[src/rtl/router_pkt_pkg.sv]
`timescale 1ns/1ps
// Shared types and helpers for the router packet transmit path.
package router_pkt_pkg;

  typedef enum logic [2:0] {
    IDLE    = 3'd0,
    HEADER  = 3'd1,
    PAYLOAD = 3'd2,
    PARITY  = 3'd3,
    GAP     = 3'd4
  } tx_state_t;

  localparam logic [1:0] ADDR_INVALID = 2'b11;
  localparam int         PKT_MAX_LEN  = 63;
  localparam int         LEN_W        = $clog2(PKT_MAX_LEN + 1);

  function automatic logic [7:0] make_header(input logic [LEN_W-1:0] len, input logic [1:0] addr);
    return {len, addr};
  endfunction

  // Trailer byte: running XOR parity, optionally inverted to force a router parity error.
  function automatic logic [7:0] parity_byte(input logic [7:0] par, input logic inj);
    return par ^ {8{inj}};
  endfunction

endpackage

[src/rtl/router_tx_fifo.sv]
`timescale 1ns/1ps
// Synchronous first-word-fall-through byte FIFO; head byte is visible on rd_data while not empty.
module router_tx_fifo #(
  parameter int DEPTH = 64
) (
  input  logic                   clock,
  input  logic                   reset,
  input  logic                   wr_en,
  input  logic [7:0]             wr_data,
  input  logic                   rd_en,
  output logic [7:0]             rd_data,
  output logic                   full,
  output logic [$clog2(DEPTH):0] count
);

  localparam int            AW       = $clog2(DEPTH);
  localparam logic [AW-1:0] PTR_ONE  = AW'(1);
  localparam logic [AW:0]   CNT_ONE  = (AW + 1)'(1);
  localparam logic [AW:0]   CNT_FULL = (AW + 1)'(DEPTH);

  logic [7:0]    mem_r [DEPTH];
  logic [AW-1:0] wr_ptr_r;
  logic [AW-1:0] rd_ptr_r;
  logic [AW:0]   count_r;
  logic [AW:0]   count_s;
  logic          full_r;
  logic          empty_r;
  logic          wr_ok_s;
  logic          rd_ok_s;

  // Qualify requests and compute the next occupancy; a write while full is dropped.
  always_comb begin
    wr_ok_s = wr_en & ~full_r;
    rd_ok_s = rd_en & ~empty_r;
    case ({wr_ok_s, rd_ok_s})
      2'b10:   count_s = count_r + CNT_ONE;
      2'b01:   count_s = count_r - CNT_ONE;
      default: count_s = count_r;
    endcase
  end

  // Pointers, occupancy and registered full/empty flags.
  always_ff @(posedge clock) begin
    if (reset) begin
      wr_ptr_r <= '0;
      rd_ptr_r <= '0;
      count_r  <= '0;
      full_r   <= 1'b0;
      empty_r  <= 1'b1;
    end else begin
      if (wr_ok_s) wr_ptr_r <= wr_ptr_r + PTR_ONE;
      if (rd_ok_s) rd_ptr_r <= rd_ptr_r + PTR_ONE;
      count_r <= count_s;
      full_r  <= (count_s == CNT_FULL);
      empty_r <= (count_s == '0);
    end
  end

  // Storage array; reset scrubs stale payload so it can never leak into a later packet.
  always_ff @(posedge clock) begin
    if (reset) begin
      for (int i = 0; i < DEPTH; i++) mem_r[i] <= 8'h00;
    end else if (wr_ok_s) begin
      mem_r[wr_ptr_r] <= wr_data;
    end
  end

  assign rd_data = mem_r[rd_ptr_r];
  assign full    = full_r;
  assign count   = count_r;

endmodule

[src/rtl/router_pkt_tx.sv]
`timescale 1ns/1ps
// Router input-port packet transmitter: header, buffered payload and XOR parity byte,
// stalled by router busy, with optional parity inversion for error packets.
module router_pkt_tx
  import router_pkt_pkg::*;
#(
  parameter int DEPTH   = 64,
  parameter int MIN_GAP = 2   // must be >= 1
) (
  input  logic                   clock,
  input  logic                   reset,
  input  logic                   wr_en,
  input  logic [7:0]             wr_data,
  output logic                   buf_full,
  output logic [$clog2(DEPTH):0] buf_count,
  input  logic                   start,
  input  logic [1:0]             dest_addr,
  input  logic [5:0]             pay_len,
  input  logic                   inj_err,
  output logic                   start_ready,
  input  logic                   busy,
  output logic                   pkt_valid,
  output logic [7:0]             data_out,
  output logic                   tx_active,
  output logic                   done,
  output logic                   addr_err
);

  localparam int               CW       = $clog2(DEPTH) + 1;
  localparam int               GAP_W    = (MIN_GAP > 2) ? $clog2(MIN_GAP) : 1;
  localparam logic [GAP_W-1:0] GAP_LAST = GAP_W'(MIN_GAP - 1);
  localparam logic [GAP_W-1:0] GAP_ONE  = GAP_W'(1);
  localparam logic [LEN_W-1:0] LEN_ONE  = LEN_W'(1);

  tx_state_t        state_r, state_s;
  logic [LEN_W-1:0] len_r, len_s;
  logic [LEN_W-1:0] rem_r, rem_s;
  logic             inj_r, inj_s;
  logic [7:0]       parity_r, parity_s;
  logic [GAP_W-1:0] gap_r, gap_s;
  logic             pkt_valid_r, pkt_valid_s;
  logic [7:0]       data_out_r, data_out_s;
  logic             done_r, done_s;
  logic             addr_err_r, addr_err_s;
  logic             tx_active_r, tx_active_s;
  logic [7:0]       hdr_s;
  logic             start_ready_s;
  logic             rd_en_s;
  logic [7:0]       rd_data_s;
  logic             buf_full_s;
  logic [CW-1:0]    buf_count_s;

  router_tx_fifo #(
    .DEPTH (DEPTH)
  ) u_fifo (
    .clock   (clock),
    .reset   (reset),
    .wr_en   (wr_en),
    .wr_data (wr_data),
    .rd_en   (rd_en_s),
    .rd_data (rd_data_s),
    .full    (buf_full_s),
    .count   (buf_count_s)
  );

  // A start is only admitted once the whole payload is already buffered, so pops never underflow.
  assign start_ready_s = (state_r == IDLE) && (buf_count_s >= CW'(pay_len));

  // Next-state and next-output decode; every held value defaults to its register.
  always_comb begin
    hdr_s       = make_header(pay_len, dest_addr);
    state_s     = state_r;
    len_s       = len_r;
    rem_s       = rem_r;
    inj_s       = inj_r;
    parity_s    = parity_r;
    gap_s       = gap_r;
    pkt_valid_s = pkt_valid_r;
    data_out_s  = data_out_r;
    done_s      = 1'b0;
    addr_err_s  = 1'b0;
    rd_en_s     = 1'b0;
    case (state_r)
      IDLE: begin
        if (start && start_ready_s) begin
          if (dest_addr == ADDR_INVALID) begin
            addr_err_s = 1'b1;
          end else begin
            len_s       = pay_len;
            inj_s       = inj_err;
            parity_s    = hdr_s;
            data_out_s  = hdr_s;
            pkt_valid_s = 1'b1;
            state_s     = HEADER;
          end
        end else begin
          addr_err_s = 1'b0;
        end
      end
      HEADER: begin
        if (!busy) begin
          if (len_r != '0) begin
            rd_en_s    = 1'b1;
            data_out_s = rd_data_s;
            parity_s   = parity_r ^ rd_data_s;
            rem_s      = len_r;
            state_s    = PAYLOAD;
          end else begin
            data_out_s  = parity_byte(parity_r, inj_r);
            pkt_valid_s = 1'b0;
            state_s     = PARITY;
          end
        end else begin
          rd_en_s = 1'b0;
        end
      end
      PAYLOAD: begin
        if (!busy) begin
          rem_s = rem_r - LEN_ONE;
          if (rem_r > LEN_ONE) begin
            rd_en_s    = 1'b1;
            data_out_s = rd_data_s;
            parity_s   = parity_r ^ rd_data_s;
          end else begin
            data_out_s  = parity_byte(parity_r, inj_r);
            pkt_valid_s = 1'b0;
            state_s     = PARITY;
          end
        end else begin
          rd_en_s = 1'b0;
        end
      end
      PARITY: begin
        if (!busy) begin
          data_out_s = 8'h00;
          done_s     = 1'b1;
          gap_s      = '0;
          state_s    = GAP;
        end else begin
          done_s = 1'b0;
        end
      end
      GAP: begin
        if (gap_r == GAP_LAST) begin
          state_s = IDLE;
        end else begin
          gap_s = gap_r + GAP_ONE;
        end
      end
      default: begin
        state_s     = IDLE;
        pkt_valid_s = 1'b0;
        data_out_s  = 8'h00;
      end
    endcase
    tx_active_s = (state_s == HEADER) || (state_s == PAYLOAD) || (state_s == PARITY);
  end

  // State and output registers.
  always_ff @(posedge clock) begin
    if (reset) begin
      state_r     <= IDLE;
      len_r       <= '0;
      rem_r       <= '0;
      inj_r       <= 1'b0;
      parity_r    <= 8'h00;
      gap_r       <= '0;
      pkt_valid_r <= 1'b0;
      data_out_r  <= 8'h00;
      done_r      <= 1'b0;
      addr_err_r  <= 1'b0;
      tx_active_r <= 1'b0;
    end else begin
      state_r     <= state_s;
      len_r       <= len_s;
      rem_r       <= rem_s;
      inj_r       <= inj_s;
      parity_r    <= parity_s;
      gap_r       <= gap_s;
      pkt_valid_r <= pkt_valid_s;
      data_out_r  <= data_out_s;
      done_r      <= done_s;
      addr_err_r  <= addr_err_s;
      tx_active_r <= tx_active_s;
    end
  end

  assign start_ready = start_ready_s;
  assign buf_full    = buf_full_s;
  assign buf_count   = buf_count_s;
  assign pkt_valid   = pkt_valid_r;
  assign data_out    = data_out_r;
  assign tx_active   = tx_active_r;
  assign done        = done_r;
  assign addr_err    = addr_err_r;

endmodule

[config.mk]
export PLATFORM = sky130hd
export DESIGN_NAME = router_pkt_tx
export DESIGN_NICKNAME = d
export VERILOG_FILES = /design/src/rtl/router_pkt_pkg.sv /design/src/rtl/router_tx_fifo.sv /design/src/rtl/router_pkt_tx.sv
export SDC_FILE = /design/constraint.sdc
export NUM_CORES = 1
export LEC_CHECK = 0
export CAP_MARGIN = 10
export CORE_UTILIZATION = 38
export CTS_CLUSTER_SIZE = 14
export DETAILED_ROUTE_END_ITERATION = 6
export PLACE_DENSITY = 0.49
export SETUP_SLACK_MARGIN = 0.02
export SYNTH_ARGS = -nofsm -noshare
export SYNTH_HDL_FRONTEND = slang
export SYNTH_SLANG_ARGS = --single-unit
[constraint.sdc]
create_clock -name clock -period 4.4 [get_ports clock]
set_clock_uncertainty 0.15 [all_clocks]
set_input_delay 0.44 -clock clock [delete_from_list [all_inputs] [get_ports clock]]
set_output_delay 0.44 -clock clock [all_outputs]
set_load 0.02 [all_outputs]
# After elaboration in Yosys (flattened, before gate mapping)
# Memory sizes are Yosys's and may differ from the RTL's. A register that Yosys moved wholly into a read port is not among the register bits.
# Index checks and enable logic that the tools add are counted.
# W data, S select, Z words.
[classes]
n_mux = 54
addsub = 6
magnitude_cmp = 2
eq_ne = 20
n_bitwise = 12
reduce_logical = 20
[ops]
columns = ["op", "count"]
rows = [
  ["$mux W8", 12],
  ["$pmux W8 S5", 1],
  ["$mux W6", 6],
  ["$pmux W8 S3", 1],
  ["$mux W1", 21],
  ["$mux W3", 7],
  ["$ne A2 B2 Y1 const B", 8],
  ["$xor A8 B8 Y8", 2],
  ["$pmux W3 S5", 1],
  ["$pmux W7 S2", 1],
  ["$reduce_and A7 Y1", 2],
  ["$add A6 B1 Y6 const B", 2],
  ["$eq A3 B2 Y1 const B", 4],
  ["$pmux W6 S2", 1],
  ["$not A1 Y1", 8],
  ["$reduce_or A8 Y1", 1],
  ["$add A7 B1 Y7 const B", 1],
  ["$eq A7 B7 Y1 const B", 1],
  ["$ge A7 B6 Y1", 1],
  ["$logic_not A7 Y1", 1],
  ["$sub A7 B1 Y7 const B", 1],
  ["$eq A3 B1 Y1 const B", 2],
  ["$gt A6 B1 Y1 const B", 1],
  ["$reduce_and A6 Y1", 1],
  ["other kinds (20)", 27],
]
[totals]
in_bits = 22
out_inout_bits = 21
mem_count = 1
ramBits = 512
regBits = 58
[mem_list]
columns = ["memory", "words", "word_bits", "read_ports", "rd_clocked_by_memory_dff", "write_ports", "line_no", "source"]
rows = [
  ["u_fifo.mem_r", 64, 8, 1, 1, 64, "router_tx_fifo.sv:21", "logic [7:0] mem_r [DEPTH];"],
]

# Logic depth before layout (Yosys ltp)
[depth]
ltp_word = 8
depth_mapped = 17
depth_no_buf = 16

# Hierarchy
# From an unflattened synthesis, not the netlist that was laid out.
[hier_totals]
hier_cells = 1962
area_unflattened_um2 = 27486.4
[by_module_without_submodules]
columns = ["module", "seq_area_each_um2", "cells_per_inst", "area_each_um2", "instances"]
rows = [
  ["router_tx_fifo", 15915.3, 1680, 25109.1, 1],
  ["router_pkt_tx", 740.7, 282, 2377.3, 1],
]

# Worst setup path after synthesis
# OpenSTA, ideal clock, no wires.
[synth_timing]
kind = "reg2reg"
from = "register state_r[1]"
to = "register u_fifo.empty_r"
path_buffers = 3
synth_period_minus_slack_ns = 4.067
t_required_ns = 4.180
stages_incl_launch_ff = 18
path_slack_ns = 0.333
arrival_time_ns = 3.847
cell_sequence = "dfxtp_1 > clkbuf_1 > nor2b_1 > nor2_1 > or2_0 > clkbuf_1 > nor4_2 > ha_1 > clkbuf_1 > xor2_1 > ha_1 > a21o_1 > a22oi_1 > or2_2 > a21oi_1 > xnor2_1 > nand3_1 > a21oi_1"
[synth_between]
elab_chain_len = 6
word_cells_on_any_way = 8
[synth_rtl]
columns = ["element", "line_no", "source"]
rows = [
  ["start: declaration", "router_pkt_tx.sv:35", "tx_state_t state_r, state_s;"],
  ["start signal: assignment", "router_pkt_tx.sv:174", "state_r <= state_s;"],
  ["$eq A3 B2 Y1 or $eq A3 B1 Y1 (tied branches)", "router_pkt_tx.sv:83", "case (state_r)"],
  ["$pmux W1 S2 (*)", "router_pkt_tx.sv:83", ""],
  ["$and A1 B1 Y1 (*)", "router_tx_fifo.sv:34", "rd_ok_s = rd_en & ~empty_r;"],
  ["$eq A2 B1 Y1 or $eq A2 B2 Y1 (tied branches)", "router_tx_fifo.sv:35", "case ({wr_ok_s, rd_ok_s})"],
  ["$pmux W7 S2 (*)", "router_tx_fifo.sv:35", ""],
  ["$logic_not A7 Y1 (*)", "router_tx_fifo.sv:55", "empty_r <= (count_s == '0);"],
  ["end signal: assignment", "router_tx_fifo.sv:55", ""],
  ["end: declaration", "router_tx_fifo.sv:27", "logic empty_r;"],
]
# Mark *: on every way between the ends. The rest lies on a longest branch, timed or not.
# A chain may end at the register's enable or synchronous reset.

==> flow_metrics.py <==
metrics = {
    "floorplan": {
        "fp.dieH_um": 270,
        "initial_core_util": 0.383,
        "pin_count": 43,
        "rows": 98,
        "dieArea_sq_mm": 0.0731,
        "fp.coreArea_sq_mm": 0.0714,
        "die_x_um": 270,
    },
    "critical_path": {
        "end_kind": "flop",
        "path_delay_family": "multiplexers",
        "slowest_delay_ps": 920,
        "rrSetupSlack_ps": 420,
        "criticalPathCategory": "flop to flop",
        "path_max_fanout": 38,
        "rr_worst_depth": 8,
        "crit_chain": "buf_4 > mux4_2 > mux2i_1 > mux2i_1 > o22ai_1 > nor2_1 > a222oi_1 > a211oi_1",
        "cp_slowest_cell": "dfxtp_4",
        "cp-start-kind": "flop",
        "critPathArrivalTime_ps": 4290,
        "crit_cells": 8,
        "cpMostUsedCell": "mux2i_1",
        "cp.required_ps": 4710,
        "cp_num_buf_inv": 1,
        "rr_endpoint": "data_out[7]$_SDFFE_PP0P_",
        "worstSetupEndpoint": "data_out[7]$_SDFFE_PP0P_",
    },
    "drt": {
        "totalWireLength_um": 77100,
        "ant_nets": 0,
        "num_vias": 16900,
        "viasPerCell": 5.40,
        "drt-initial-drc-count": 1509,
        "drt_pass1_iterations": 5,
        "drc": 0,
        "drt-wirelength-per-cell_um": 24.7,
    },
    "yosys": {
        "synth_area_leaders": "edfxtp_1 (56%), and2_1 (12%), mux4_2 (9.2%)",
        "ys_async_sr_fraction": 0,
        "synth_top_flop_cell": "edfxtp_1",
        "ys_ff_latch": 576,
        "synth_edf_count": 512,
        "ys_types": 77,
        "ys_top_cells_by_count": "and2_1 (519), edfxtp_1 (512), nor2_1 (117)",
        "synth_most_common_cell": "and2_1",
        "yosysTopAreaCellShare": 0.562,
        "synth.avg_cell_area_sq_um": 13.3,
        "netlist_instances": 2055,
        "yosys_warnings": 0,
        "yosysSeqAreaShare": 0.609,
        "yosysTopAreaCell": "edfxtp_1",
        "syn_nets": 2090,
        "netlist_area_sq_mm": 0.0274,
    },
    "clock_tree": {
        "cts_max_path_buffers": 3,
        "cts.clk_slew.worst_paths_ps": 60,
        "post_cts_buffers": 0,
        "hold_buffers": 0,
        "clock-root-buffer": "clkbuf_16",
        "cts_tree": "built",
        "clkSinkCount": 576,
        "clock_latency_ps": 600,
        "cts_buffers": 66,
        "htreeDepth": 3,
        "cts_resized": 0,
    },
    "min_path": {
        "holdCritPathClass": "primary input to flop",
    },
    "global_route": {
        "grt_pass1_vias": 17100,
        "grt_overflow": 0,
        "track_usage": 0.212,
        "grt_pass1_wl_um": 114000,
        "antenna_found_initial": 2,
        "grt_max_degree": 65,
    },
    "power": {
        "p_int_mw": 9.79,
        "ir_worst_vdd_mv": 0.265,
        "seqPwrFrac": 0.498,
        "p_leak_nw": 11.0,
        "power.share.switching": 0.216,
        "share_comb_of_total_power": 0.046,
        "p_sw_mw": 2.71,
        "power_mw": 12.5,
        "powerDensity_mw_per_mm2": 398,
        "power_frac_clock": 0.456,
    },
    "timing": {
        "fin_crit_ps": 3980,
        "tns_ps": 0,
        "slew_headroom": 0.313,
        "rsz0062_at_grt": "no",
        "slew_violations": 0,
        "final_hold_viol_count": 0,
        "tightest_slew_ps": 1020,
        "fmax_mhz": 251,
        "setup_viol": 0,
        "period_share": 0.904,
    },
    "placement": {
        "gp_congestion": 0.816,
        "port_buffers": 42,
        "place_inst": 3005,
        "dp_hpwl_um": 49100,
    },
    "run": {
        "max-cap-violations": 0,
    },
    "finish": {
        "fin_cells": 3121,
        "fin_nets": 2158,
        "fill_cells": 6457,
        "area_growth_syn_to_layout_pct": 14.9,
        "layout-drive-gt1-share": 0.169,
    },
    "status": {
        "status": "completed",
    },
}
==> how the worst min path moves through the flow <==
stage,start,end,slack (ps),depth (start not counted)
after global routing,reset,u_fifo.wr_ptr_r[3]$_SDFFE_PP0P_,140,2
after detailed placement,len_r[5]$_SDFFE_PP0P_,len_r[5]$_SDFFE_PP0P_,320,2
after global placement,len_r[0]$_SDFFE_PP0P_,len_r[0]$_SDFFE_PP0P_,310,2
final,reset,u_fifo.wr_ptr_r[4]$_SDFFE_PP0P_,130,2
after CTS,reset,u_fifo.wr_ptr_r[3]$_SDFFE_PP0P_,110,2
after floorplan,len_r[3]$_SDFFE_PP0P_,len_r[3]$_SDFFE_PP0P_,290,2
==> power groups by stage <==
stage / Combinational [mW] / Clock (mW) / Sequential [mW]
final: 0.575 / 5.70 / 6.22
after global routing: 0.619 / 6.01 / 6.24
after CTS: 0.581 / 5.81 / 6.22
after detailed placement: 0.579 / 0 / 6.34
after global placement: 0.574 / 0 / 6.33
after floorplan: 0.306 / 0 / 6.31
==> cell type report <==
class                           instances  area (sq um)  share of cell area
Antenna cell                            1          2.50           0.0000796
Clock buffer                           83          1820              0.0579
Clock inverter                         32           389              0.0124
Inverter                               15          56.3             0.00179
Multi-Input combinational cell       1305          9960               0.317
Sequential cell                       576         16700               0.530
Tap cell                              950          1190              0.0378
Timing Repair Buffer                  159          1340              0.0428
==> cells by family (layout without fill, tap and decap cells) <==
kind of cell | count (synthesis) | count (layout) | synth area share
adder cells (fa/ha/maj) | 13 | 13 | 0.00595
flip-flops | 576 | 576 | 0.609
buffers and inverters | 174 | 289 | 0.0273
XOR/XNOR | 26 | 26 | 0.00832
AND/OR/NAND/NOR | 843 | 843 | 0.175
AO/OA/AOI/OAI | 246 | 246 | 0.0579
other | 0 | 1 | 0
multiplexers | 177 | 177 | 0.116
==> per-layer routing <==
metal | vias to the layer above | wire (um) | GRT usage
met5 | - | 0 | 0
met1 | 8572 | 34500 | 0.290
met2 | 494 | 35600 | 0.334
met3 | 115 | 4550 | 0.0434
li1 | 7674 | - | -
met4 | 0 | 2380 | 0.0767
==> metrics by stage <==
| stage | hold slack (ps) | setup slack, ps | utilization | area [sq um] |
|---|---|---|---|---|
| after floorplan | 287 | 333 | - | 27400 |
| after global placement | 313 | 525 | 0.409 | 29200 |
| after detailed placement | 318 | 524 | 0.409 | 29200 |
| after CTS | 113 | 517 | 0.440 | 31400 |
| after global routing | 142 | 292 | 0.440 | 31400 |
| final | 129 | 422 | 0.440 | 31400 |
==> sequential cells by signal (all words and copies together) (netlist names), named ones only <==
name and cells:
u_fifo.mem_r 512, data_out 8, parity_r 8, u_fifo.count 7
len_r 6, rem_r 6, u_fifo.rd_ptr_r 6, u_fifo.wr_ptr_r 6
state_r 3, addr_err 1, done 1, gap_r 1
inj_r 1, pkt_valid 1, tx_active 1, u_fifo.empty_r 1
u_fifo.full 1
==> placed cells by master, fill, tap and decap left out, types with 19 or more instances in the layout <==
cell | synthesis | final
mux2i_1 | 56 | 56
nand2_1 | 74 | 74
clkdlybuf4s50_1 | 0 | 33
a211oi_1 | 24 | 24
dfxtp_1 | 64 | 60
nand3_1 | 24 | 24
a21oi_1 | 38 | 38
buf_4 | 12 | 117
and2_1 | 519 | 519
clkbuf_16 | 0 | 70
o21ai_0 | 91 | 91
nor2_1 | 117 | 117
nor2b_1 | 19 | 19
edfxtp_1 | 512 | 512
mux4_2 | 112 | 112
==> worst reg2reg max path, stage by stage (launching register included) <==
cell,delay [ps]
dfxtp_4,920
buf_4,460
mux4_2,570
mux2i_1,370
mux2i_1,210
o22ai_1,620
nor2_1,110
a222oi_1,340
a211oi_1,120
Note: power is estimated with default switching activity, not from simulation.
